--- config.mk ---
export PLATFORM = sky130hd
export DESIGN_NAME = video2ram_capture
export DESIGN_NICKNAME = d
export VERILOG_FILES = /design/src/rtl/video2ram_capture.sv
export SDC_FILE = /design/constraint.sdc
export NUM_CORES = 1
export LEC_CHECK = 0
export ABC_AREA = 0
export ABC_CLOCK_PERIOD_IN_PS = 8560
export BUFFER_PORTS_ARGS = -buffer_cell sky130_fd_sc_hd__buf_2
export CAP_MARGIN = 15
export CORE_ASPECT_RATIO = 0.9
export CORE_MARGIN = 3
export CORE_UTILIZATION = 45
export CTS_CLUSTER_DIAMETER = 60
export CTS_CLUSTER_SIZE = 24
export DETAILED_ROUTE_END_ITERATION = 8
export GPL_TIMING_DRIVEN = 0
export PLACE_DENSITY_LB_ADDON = 0.1
export SYNTH_ARGS = -nofsm -noshare
export SYNTH_HDL_FRONTEND = slang
export SYNTH_SLANG_ARGS = --single-unit
export TNS_END_PERCENT = 50
--- constraint.sdc ---
create_clock -name clock -period 8.56 [get_ports clock]
set_clock_uncertainty 0.15 [all_clocks]
set_input_delay 2.568 -clock clock [delete_from_list [all_inputs] [get_ports clock]]
set_output_delay 2.568 -clock clock [all_outputs]
set_load 0.02 [all_outputs]
--- src/rtl/video2ram_capture.sv ---
// Writes the configured capture window of a pixel-qualified video stream into a line-buffer RAM
// and raises a sticky start trigger for readout. Define CAPTURE_TESTPATTERN_EN to write a coordinate pattern.
module video2ram_capture #(
   parameter int ADDR_WIDTH    = 14,
   parameter int DATA_WIDTH    = 24,
   parameter int TRIGGER_LINES = 2
) (
   input  logic                  clock,
   input  logic                  reset,
   input  logic                  in_valid,
   input  logic [DATA_WIDTH-1:0] in_data,
   input  logic                  in_hsync,
   input  logic                  in_vsync,
   input  logic [11:0]           h_start,
   input  logic [11:0]           h_end,
   input  logic [11:0]           v_start,
   input  logic [11:0]           v_end,
   input  logic [ADDR_WIDTH-1:0] line_length,
   input  logic [ADDR_WIDTH-1:0] ram_numwords,
   output logic [ADDR_WIDTH-1:0] wraddr,
   output logic [DATA_WIDTH-1:0] wrdata,
   output logic                  wren,
   output logic                  starttrigger,
   output logic                  field,
   output logic                  is_interlaced
);

   typedef enum logic [1:0] {ST_IDLE, ST_SYNC, ST_CAPTURE} state_t;

   localparam int TW = (TRIGGER_LINES < 2) ? 1 : $clog2(TRIGGER_LINES + 1);

   state_t                state;
   logic                  hs_prev, vs_prev;
   logic [11:0]           x_cnt, y_cnt, vs_pos;
   logic [ADDR_WIDTH-1:0] addr_y;
   logic                  cap_seen, frame_active;
   logic                  s1_we, s1_last_cnt;
   logic [ADDR_WIDTH-1:0] s1_addr;
   logic [DATA_WIDTH-1:0] s1_data;
   logic                  wr_cnt;
   logic [TW-1:0]         trig_cnt;

   function automatic logic [11:0] sat_inc(input logic [11:0] v);
      return (v == 12'hFFF) ? v : v + 12'd1;
   endfunction

   logic                  hs_fall, vs_fall, win_ok;
   logic [11:0]           pix_x, pix_y;
   state_t                st_a, st_b;
   logic                  enter_cap, line_inc;
   logic [ADDR_WIDTH-1:0] addr_sum, addr_y_nxt, pix_addr;
   logic                  pix_we, pix_last, frame_active_nxt;
   logic [DATA_WIDTH-1:0] pix_data;

   // Per-pixel view: coordinates and state this pixel belongs to, after any sync edge it carries.
   always_comb begin
      hs_fall  = in_valid & hs_prev & ~in_hsync;
      vs_fall  = in_valid & vs_prev & ~in_vsync;
      win_ok   = (v_end > v_start);
      pix_x    = hs_fall ? 12'd0 : x_cnt;
      pix_y    = vs_fall ? 12'd0 : (hs_fall ? sat_inc(y_cnt) : y_cnt);
      st_a     = vs_fall ? ST_SYNC : state;
      st_b     = st_a;
      if (st_a == ST_SYNC && pix_y == v_start && win_ok)
         st_b = ST_CAPTURE;
      else if (st_a == ST_CAPTURE && pix_y == v_end)
         st_b = ST_SYNC;
      enter_cap = in_valid && (st_a == ST_SYNC) && (st_b == ST_CAPTURE);
      line_inc  = hs_fall && !vs_fall && (st_a == ST_CAPTURE) && (st_b == ST_CAPTURE);
      addr_sum  = addr_y + line_length;
      addr_y_nxt = addr_y;
      if (vs_fall)
         addr_y_nxt = '0;
      else if (line_inc)
         addr_y_nxt = (addr_sum > ram_numwords - line_length) ? '0 : addr_sum;
      pix_we   = in_valid && (st_b == ST_CAPTURE) && (pix_x >= h_start) && (pix_x < h_end);
      pix_addr = addr_y_nxt + ADDR_WIDTH'(pix_x - h_start);
      pix_last = (pix_x == h_end - 12'd1);
      frame_active_nxt = frame_active;
      if (enter_cap && !cap_seen)
         frame_active_nxt = 1'b1;
      else if (vs_fall)
         frame_active_nxt = 1'b0;
`ifdef CAPTURE_TESTPATTERN_EN
      pix_data = DATA_WIDTH'({pix_x[7:0], pix_y[7:0], pix_x[7:0] ^ pix_y[7:0]});
`else
      pix_data = in_data;
`endif
   end

   // Front end: sync tracking, counters, FSM and field detection advance only on qualified pixels.
   always_ff @(posedge clock or posedge reset) begin
      if (reset) begin
         state         <= ST_IDLE;
         hs_prev       <= 1'b0;
         vs_prev       <= 1'b0;
         x_cnt         <= '0;
         y_cnt         <= '0;
         addr_y        <= '0;
         vs_pos        <= '0;
         field         <= 1'b0;
         is_interlaced <= 1'b0;
         cap_seen      <= 1'b0;
         frame_active  <= 1'b0;
      end else if (in_valid) begin
         hs_prev      <= in_hsync;
         vs_prev      <= in_vsync;
         x_cnt        <= sat_inc(pix_x);
         y_cnt        <= pix_y;
         state        <= st_b;
         addr_y       <= addr_y_nxt;
         frame_active <= frame_active_nxt;
         if (enter_cap)
            cap_seen <= 1'b1;
         if (vs_fall) begin
            vs_pos        <= pix_x;
            is_interlaced <= (pix_x != vs_pos);
            field         <= (pix_x != vs_pos) ? ~field : 1'b0;
         end
      end
   end

   // Two-stage write pipeline; the trigger counts completed line writes of the first captured frame.
   always_ff @(posedge clock or posedge reset) begin
      if (reset) begin
         s1_we        <= 1'b0;
         s1_last_cnt  <= 1'b0;
         s1_addr      <= '0;
         s1_data      <= '0;
         wren         <= 1'b0;
         wraddr       <= '0;
         wrdata       <= '0;
         wr_cnt       <= 1'b0;
         trig_cnt     <= '0;
         starttrigger <= 1'b0;
      end else begin
         s1_we       <= pix_we;
         s1_last_cnt <= pix_we && pix_last && frame_active_nxt;
         if (pix_we) begin
            s1_addr <= pix_addr;
            s1_data <= pix_data;
         end
         wren   <= s1_we;
         wr_cnt <= s1_last_cnt;
         if (s1_we) begin
            wraddr <= s1_addr;
            wrdata <= s1_data;
         end
         if (wr_cnt && !starttrigger) begin
            if (trig_cnt == TW'(TRIGGER_LINES - 1))
               starttrigger <= 1'b1;
            else
               trig_cnt <= trig_cnt + 1'b1;
         end
      end
   end

endmodule

==> impl_metrics.json, run 1 <==
{
  "synth.distinct_cells": 81,
  "synth_top_area_cell": "dfrtp_1",
  "synth_cells": 1073,
  "core_um2": 21800,
  "layout_setup_ws_ns": 0.0939,
  "first_pass_iters": 6,
  "dp_cells": 1511,
  "syn2layout_area_growth_pct": 21.1,
  "cp_max_fo": 4,
  "grt_pass1_wl_um": 41700,
  "stdcell_area_um2": 12200,
  "fmax_mhz": 118,
  "grt_pass1_vias": 8409,
  "hold_ws_ns": 0.186,
  "die_w_um": 164,
  "pre_cts_ws_ns": -1.07,
  "tns_ns": 0,
  "die_area_um2": 24300,
  "cp.required_ns": 8.71,
  "synthesis.nets": 1275,
  "worst_slew_pin_slew_ns": 1.10,
  "final_core_utilization_pct": 56.0,
  "synth_common_cells": "141 x dfrtp_1, 98 x inv_1, 93 x ha_1, 76 x mux2_2, 76 x nand2_1",
  "cp_slowest_cell": "fa_2",
  "nFillCells": 2082,
  "maxCapViolations": 0,
  "synth_edf_count": 0,
  "grtUsageTotal_pct": 21.4,
  "arrival_ns": 8.62,
  "seqCellArea_um2": 3530,
  "io_pins": 147,
  "max_stage_delay_ns": 0.39,
  "cp_num_buf_inv": 2,
  "postSynthAreaPerCell_um2": 9.40,
  "cts_buffers": 17,
  "drive_gt1_share_pct": 27.3,
  "synth_area_leaders": "dfrtp_1 35%, ha_1 12%, mux2_2 8.5%, xnor2_1 4.9%, inv_1 3.6%",
  "grt_max_degree": 74,
  "p_total_mw": 1.92,
  "num_rows": 51,
  "gp_congestion": 0.953,
  "start_kind": "input pin",
  "worstSetupPathType": "in2reg",
  "ys_ff_latch": 141,
  "cts.sinks": 141,
  "yosys_warnings": 0,
  "hold_violations": 0,
  "cp_common_cell": "a21o_1",
  "yosysMostFrequentCell": "dfrtp_1",
  "grt.busiest_layer": "met2",
  "met2_usage_pct": 35.9,
  "fp.dieH_um": 148,
  "grt-ovfl-total": 0,
  "port_buffers": 146,
  "antenna_found_initial": 1,
  "gr-usage-met1_pct": 28.6,
  "yosysTopAreaCellShare_pct": 35.0,
  "fin_cells": 1576,
  "netlist_area_um2": 10100,
  "maxSlewHeadroom_pct": 25.7,
  "p_per_area_nw_per_um2": 157,
  "clk_latency_ns": 0.43,
  "p_leak_nw": 6.31,
  "place_area_um2": 11200,
  "wl_per_cell_um": 16.4,
  "hp-class": "reg2reg",
  "drt-initial-drc-count": 618,
  "crit_family": "compound AO/OA/AOI/OAI gates",
  "cts_tree": "done",
  "post-dp-hpwl_um": 19800,
  "rsz0062_at_grt": "true",
  "ant_nets": 0,
  "clockBufferDepth": 2,
  "cts.clk_slew.worst_paths_ns": 0.07,
  "vias": 8534,
  "period_share_pct": 98.9,
  "start_util_pct": 46.2,
  "status": "complete, no violations",
  "synth_ff_type": "dfrtp_1",
  "endpoint_kind": "register",
  "finalSetupViolCount": 0,
  "drt-total-wl_um": 25800,
  "viasPerCell": 5.41,
  "cts-root-buf": "clkbuf_16",
  "slew_viol_final": 0,
  "drc": 0,
  "layout.nets": 1473,
  "use_met3_pct": 4.04,
  "peakVddDrop_mv": 0.148,
  "async_reset_ff_share_pct": 100,
  "seq_area_frac_synth_pct": 35.0,
  "post-route-min-period_ns": 8.47,
  "multi_input_area_um2": 6220,
  "htree_levels": 4
}
## state kept, by name, indices dropped and copies added (netlist names), 2 cells and up
| signal | count |
|---|---|
| addr_y | 14 |
| s1_addr | 14 |
| y_cnt | 12 |
| trig_cnt | 2 |
| s1_data | 24 |
| vs_pos | 12 |
| wraddr | 14 |
| x_cnt | 12 |
| wrdata | 24 |
| state | 2 |
## routing by layer
layer / vias up / share of wire [%]
li1: 4230 / -
met1: 4037 / 45
met2: 231 / 49
met3: 36 / 4.5
met4: 0 / 1.6
met5: - / 0
## path summary, 6_finish.rpt
check,depth (start not counted),endpoint,from,slack (ns)
min in group asynchronous,2,wrdata[4]$_DFFE_PP0P_,reset,2.07
worst min-delay path,0,wr_cnt$_DFF_PP0_,s1_last_cnt$_DFF_PP0_,0.19
worst max-delay path,32,s1_addr[13]$_DFFE_PP0P_,line_length[0],0.09
worst min register to register,0,wr_cnt$_DFF_PP0_,s1_last_cnt$_DFF_PP0_,0.19
worst max register to register,31,s1_addr[13]$_DFFE_PP0P_,addr_y[0]$_DFFE_PP0P_,1.88
max in group asynchronous,3,wraddr[11]$_DFFE_PP0P_,reset,5.40
## kinds of logic (layout without fill, tap and decap cells)
logic type                 Yosys count  in the layout  synth area share (%)
adders and majority gates           97             97                  12.3
DFF                                141            141                  35.0
buffers and inverters              132            343                  5.30
xor gates and xnor gates            81             81                  7.17
muxes                               84             84                  9.36
and+or+nand+nor                    328            328                  17.0
AOI/OAI and AO/OA                  210            210                  13.9
other                                0              1                     0
## where the power goes
part	total (mW)	leakage (nW)	internal [mW]	switching, mW
Sequential	0.719	1.94	0.695	0.0232
Clock	0.700	0.263	0.381	0.319
Combinational	0.501	4.10	0.212	0.288
Total	1.92	6.31	1.29	0.631
## repair_timing
action / 4_1_cts / 5_1_grt
setup endpoints to repair: 5 / 6
pin swaps: 4 / 35
resized for setup: 13 / 33
setup buffers: 25 / 9
hold buffers: 0 / 0
## layout make-up
type / count / share of cell area, %
clock inverters: 14 / 1.01
plain buffers: 33 / 1.33
repair buffers: 179 / 8.25
inverters: 99 / 3.10
multi-input cells: 800 / 50.9
diodes: 1 / 0.0205
flip-flops and latches: 141 / 28.9
well taps: 291 / 2.98
clock buffers: 18 / 3.51
## layout by cell type, fill, tap and decap left out, types with 5 or more instances in the layout
| master | synthesis | final |
|---|---|---|
| a21o_1 | 15 | 15 |
| a21oi_1 | 57 | 45 |
| a21oi_2 | 0 | 11 |
| a31oi_1 | 7 | 6 |
| a41oi_1 | 10 | 9 |
| and2_1 | 15 | 15 |
| and3_1 | 15 | 15 |
| and4_1 | 6 | 6 |
| buf_2 | 7 | 152 |
| buf_4 | 0 | 32 |
| clkbuf_1 | 19 | 20 |
| clkbuf_16 | 0 | 17 |
| dfrtp_1 | 141 | 141 |
| ha_1 | 93 | 91 |
| inv_1 | 98 | 97 |
| inv_6 | 0 | 7 |
| mux2_1 | 7 | 7 |
| mux2_2 | 76 | 75 |
| nand2_1 | 76 | 75 |
| nand2b_1 | 17 | 17 |
| nand3_1 | 31 | 30 |
| nand4_1 | 19 | 19 |
| nor2_1 | 71 | 71 |
| nor2b_1 | 10 | 9 |
| nor3_1 | 23 | 23 |
| nor4_1 | 12 | 12 |
| o2111ai_1 | 6 | 6 |
| o211ai_1 | 7 | 7 |
| o21ai_0 | 47 | 39 |
| o21ai_1 | 0 | 6 |
| o31a_1 | 6 | 6 |
| o31ai_1 | 6 | 6 |
| or3_1 | 5 | 5 |
| xnor2_1 | 56 | 55 |
| xor2_1 | 24 | 24 |
No activity file was read; power rests on OpenSTA's default activity.
==> run 2, diff against run 1 <==
- ABC_AREA: 0 -> 1
==> run 2 against run 1 <==
Compared with the run above: via count is 0.23% higher; sequential cell count stayed put; fmax is 4.4% higher; synthesized cell count is 17% higher; routed wire length is 5.1% lower; die area is 1.5% lower; setup slack better by 0.36 ns; final area is 3.5% lower; synthesized area is 1.5% lower; combinational power is 34% higher; critical endpoint is now s1_addr[12]$_DFFE_PP0P_; largest cell class unchanged.
==> impl_metrics.json, run 2 <==
{
  "syn2layout_area_growth_pct": 18.7,
  "antenna_found_initial": 0,
  "worst_slew_pin_slew_ns": 0.815,
  "drive_gt1_share_pct": 19.3,
  "endpoint_kind": "register",
  "synthAdderAreaFrac_pct": 12.5,
  "p_leak_nw": 6.49,
  "hp-class": "reg2reg",
  "clockBufferDepth": 2,
  "io_pins": 147,
  "finalSetupViolCount": 0,
  "maxCapViolations": 0,
  "stdcell_area_um2": 11800,
  "slew_viol_final": 0,
  "drt-total-wl_um": 24500,
  "synth_mux_area_share_pct": 4.31,
  "grt_pass1_wl_um": 40000,
  "final_cell_mix": "287 x nand2_1, 181 x inv_1, 156 x buf_2",
  "maxSlewHeadroom_pct": 45.4,
  "reg_top3": "s1_data (24), wrdata (24)",
  "nFillCells": 2128,
  "wl_per_cell_um": 14.2,
  "yosysTopAreaCellShare_pct": 35.5,
  "cp_max_fo": 5,
  "start_util_pct": 46.7,
  "synth.distinct_cells": 47,
  "vias": 8554,
  "post-route-min-period_ns": 8.11,
  "seqCellArea_um2": 3530,
  "n_antenna_cell": 0,
  "worstSetupPathType": "in2reg",
  "cts.clk_slew.worst_paths_ns": 0.06,
  "synthesis.nets": 1456,
  "final_core_utilization_pct": 55.4,
  "die_area_um2": 23900,
  "synth_edf_count": 0,
  "netlist_area_um2": 9940,
  "port_buffers": 146,
  "htree_levels": 4,
  "ant_nets": 0,
  "crit_family": "simple AND/OR/NAND/NOR gates",
  "drt-initial-drc-count": 486,
  "grtUsageTotal_pct": 20.6,
  "final_common_cell": "nand2_1",
  "gp_congestion": 0.836,
  "layout.nets": 1628,
  "hold_ws_ns": 0.230,
  "cp.depth": 43,
  "cp_common_cell": "nor2_1",
  "cp_num_buf_inv": 5,
  "synth_top_family_by_area": "simple AND/OR/NAND/NOR gates",
  "cp.required_ns": 8.71,
  "synth_xor_area_share_pct": 7.76,
  "synth_cells": 1254,
  "max_stage_delay_ns": 0.35,
  "cts.sinks": 141,
  "postSynthAreaPerCell_um2": 7.92,
  "holdPathStages": 0,
  "place_area_um2": 11100,
  "async_reset_ff_share_pct": 100,
  "multi_input_area_um2": 5680,
  "drc": 0,
  "ys_ff_latch": 141,
  "post-dp-hpwl_um": 19400,
  "clk_latency_ns": 0.42,
  "r2r_cells": 36,
  "synth_common_cells": "290 x nand2_1, 182 x inv_1, 141 x dfrtp_1, 93 x ha_1, 89 x a21oi_1",
  "yosys_warnings": 0,
  "num_rows": 50,
  "peakVddDrop_mv": 0.124,
  "cts-root-buf": "clkbuf_16",
  "cp_slowest_cell": "fa_2",
  "cts_buffers": 17,
  "synth_top_area_cell": "dfrtp_1",
  "synth_ff_type": "dfrtp_1",
  "status": "complete, no violations",
  "viasPerCell": 4.96,
  "fp.dieH_um": 147,
  "seq_area_frac_synth_pct": 35.5,
  "yosysMostFrequentCell": "nand2_1",
  "hold_violations": 0,
  "synth_area_leaders": "dfrtp_1 36%, ha_1 12%, nand2_1 11%, inv_1 6.9%, xor2_1 6.0%",
  "p_per_area_nw_per_um2": 185,
  "period_share_pct": 94.7,
  "grt_pass1_vias": 8168,
  "grt-ovfl-total": 0,
  "fmax_mhz": 123,
  "start_kind": "input pin",
  "first_pass_iters": 5,
  "synth_compound_gate_area_share_pct": 10.1,
  "die_w_um": 163,
  "core_um2": 21300,
  "cts_tree": "done",
  "synthSimpleGateAreaFrac_pct": 21.5,
  "tns_ns": 0,
  "grt_max_degree": 73,
  "arrival_ns": 8.26
}
-- run 2: final timing paths --
kind | start | to | slack [ns]
max | line_length[0] | s1_addr[12]$_DFFE_PP0P_ | 0.45
min | s1_last_cnt$_DFF_PP0_ | wr_cnt$_DFF_PP0_ | 0.23
max reg2reg | addr_y[2]$_DFFE_PP0P_ | s1_addr[12]$_DFFE_PP0P_ | 2.43
min reg2reg | s1_last_cnt$_DFF_PP0_ | wr_cnt$_DFF_PP0_ | 0.23
max in group asynchronous | reset | addr_y[7]$_DFFE_PP0P_ | 5.39
min in group asynchronous | reset | s1_data[17]$_DFFE_PP0P_ | 2.10
-- run 2: layer usage --
layer	routed length, um	global-route usage [%]
met4	267	3.85
met1	12000	29.3
met2	11400	33.7
met3	801	3.02
met5	0	0
-- run 2: cells by family after synthesis --
family          Yosys count
buf+inv                 212
fa+ha+maj                97
compound gates          181
xor+xnor                 88
mux                      38
flops                   141
simple gates            497
-- run 2: stage by stage --
stage                     setup slack [ns]  power, mW  cells
final                                0.452       2.19   1725
after global routing               -0.0173       2.34   1725
after CTS                           0.0814       2.18   1719
after floorplan                      0.368       1.26   1254
after detailed placement            -0.761       1.43   1687
after global placement              -0.765       1.42   1686
-- run 2: area by class of cell --
type / count / area share, %
clock buffer: 17 / 3.61
sequential: 141 / 29.9
inverter: 188 / 6.07
timing repair buffer: 153 / 6.79
tap: 286 / 3.04
multi-input combinational: 901 / 48.2
clock inverter: 15 / 1.32
buffer: 24 / 1.08
-- run 2: repair_timing --
action                     CTS  global route
pin swaps                    0            11
setup endpoints to repair    3             4
hold buffers                 0             0
gates cloned                 0             1
resized for setup            4            28
buffers inserted             0             5
-- run 2: worst register-to-register path: cells and delay by family (launching register included) --
family                   cells  cell delay [ns]
AO/OA/AOI/OAI               11             1.92
XOR/XNOR                     2             0.33
adder cells (fa/ha/maj)      4             1.13
buffers and inverters        6             0.54
flip-flops                   1             0.40
AND/OR/NAND/NOR             13             1.56
-- run 2: power breakdown --
part / switching (mW) / internal [mW] / total, mW
Clock: 0.321 / 0.412 / 0.732
Sequential: 0.0420 / 0.743 / 0.785
Combinational: 0.406 / 0.263 / 0.669
Total: 0.768 / 1.42 / 2.19
==> run 3, diff against run 2 <==
- GPL_TIMING_DRIVEN: 0 -> 1
==> run 3 against run 2 <==
Compared with the run above: die area unchanged; first-iteration DRC count down 8.6%; clock power down 2%; setup slack better by 0.14 ns; final area down 1.8%; largest cell class unchanged; highest routed layer unchanged.
==> impl_metrics.json, run 3 (synthesis gave the netlist of run 2 again) <==
{
  "status": "complete, no violations",
  "cp_slowest_cell": "fa_1",
  "cts_tree": "done",
  "hp-class": "reg2reg",
  "final_cell_mix": "290 x nand2_1, 181 x inv_1, 146 x buf_2",
  "p_leak_nw": 6.43,
  "gp_congestion": 0.863,
  "clk_latency_ns": 0.43,
  "drc": 0,
  "reg2reg_to": "s1_addr[12]$_DFFE_PP0P_",
  "cts_setup_buffers": 0,
  "drive_gt1_share_pct": 17.7,
  "reg_top3": "s1_data (24), wrdata (24)",
  "fp.dieH_um": 147,
  "grt-ovfl-total": 0,
  "post-route-min-period_ns": 7.97,
  "cts.sinks": 141,
  "peakVddDrop_mv": 0.108,
  "slew_viol_final": 0,
  "drt-initial-drc-count": 444,
  "rsz0062_at_grt": "false",
  "syn2layout_area_growth_pct": 16.5,
  "p_per_area_nw_per_um2": 187,
  "cts_buffers": 17,
  "viasPerCell": 4.95,
  "ant_nets": 0,
  "r2r_cells": 37,
  "io_pins": 147,
  "arrival_ns": 8.11,
  "start_kind": "input pin",
  "wl_per_cell_um": 14.0,
  "core_um2": 21300,
  "cts_resized": 0,
  "cp_common_cell": "nand2_1",
  "rrSetupSlack_ns": 2.69,
  "cts-root-buf": "clkbuf_16",
  "max_stage_delay_ns": 0.40,
  "finalSetupViolCount": 0,
  "clockBufferDepth": 2,
  "crit-reg2reg-launch": "addr_y[2]$_DFFE_PP0P_",
  "cts.clk_slew.worst_paths_ns": 0.06,
  "tns_ns": 0,
  "cp.required_ns": 8.70,
  "holdBufCountCts": 0,
  "start_util_pct": 46.7,
  "endpoint_kind": "register",
  "grt_max_degree": 102,
  "num_rows": 50,
  "grtUsageTotal_pct": 20.8,
  "worstSetupPathType": "in2reg",
  "drt-total-wl_um": 23900,
  "hold_violations": 0,
  "post-dp-hpwl_um": 18600,
  "htree_levels": 4,
  "period_share_pct": 93.1,
  "crit_start": "line_length[0]",
  "grt_pass1_wl_um": 40500,
  "endpoint": "s1_addr[12]$_DFFE_PP0P_",
  "die_w_um": 163,
  "maxSlewHeadroom_pct": 38.6,
  "fmax_mhz": 125,
  "layout.nets": 1609,
  "port_buffers": 146,
  "place_area_um2": 11000,
  "worst_slew_pin_slew_ns": 0.921,
  "stdcell_area_um2": 11600,
  "die_area_um2": 23900,
  "final_common_cell": "nand2_1",
  "antenna_found_initial": 0,
  "maxCapViolations": 0,
  "grt_pass1_vias": 8395,
  "vias": 8451,
  "first_pass_iters": 5,
  "cp_max_fo": 9,
  "hold_ws_ns": 0.202
}
==> run 3: worst min-delay path by stage <==
stage | from | cells after the start | endpoint
after detailed placement | s1_last_cnt$_DFF_PP0_ | 0 | wr_cnt$_DFF_PP0_
final | s1_last_cnt$_DFF_PP0_ | 0 | wr_cnt$_DFF_PP0_
after global routing | s1_last_cnt$_DFF_PP0_ | 0 | wr_cnt$_DFF_PP0_
after floorplan | s1_last_cnt$_DFF_PP0_ | 0 | wr_cnt$_DFF_PP0_
after global placement | s1_last_cnt$_DFF_PP0_ | 0 | wr_cnt$_DFF_PP0_
after CTS | s1_last_cnt$_DFF_PP0_ | 0 | wr_cnt$_DFF_PP0_
==> run 3: layout make-up <==
class / instances / area [um^2]
fill: 2090 / 9690
multi-input combinational: 901 / 5590
sequential: 141 / 3530
timing repair buffer: 158 / 821
inverter: 188 / 716
clock buffer: 18 / 439
tap: 286 / 358
clock inverter: 14 / 125
antenna: 1 / 2.50
==> run 3: worst max-delay path: cells and delay by family <==
family,cells,cell delay [ns]
adder cells (fa/ha/maj),5,1.51
AND/OR/NAND/NOR,22,2.08
AO/OA/AOI/OAI,11,1.28
XOR/XNOR,2,0.30
buffers and inverters,4,0.36
==> run 3: where the power goes <==
| group | switching (mW) | internal (mW) | total [mW] |
|---|---|---|---|
| Combinational | 0.406 | 0.257 | 0.663 |
| Clock | 0.324 | 0.390 | 0.714 |
| Sequential | 0.0427 | 0.743 | 0.786 |
| Total | 0.773 | 1.39 | 2.16 |
==> run 3: layer usage <==
metal  up-vias  track usage [%]  part of all wire (%)
li1       4417                -                     -
met1      3887             28.7                    50
met2       127             34.5                    46
met3        20             3.41                   3.0
met4         0             4.99                  0.99
met5         -                0                     0
==> run 3: per-stage QoR <==
step                setup WS (ns)  util [%]  cells  total power, mW
finish                      0.589      54.4   1707             2.16
floorplan                   0.368         -   1254             1.26
CTS                         0.455      54.4   1706             2.18
global placement            0.101      51.7   1674             1.45
global route              0.00638      54.4   1706             2.32
detailed placement         0.0374      51.7   1674             1.46
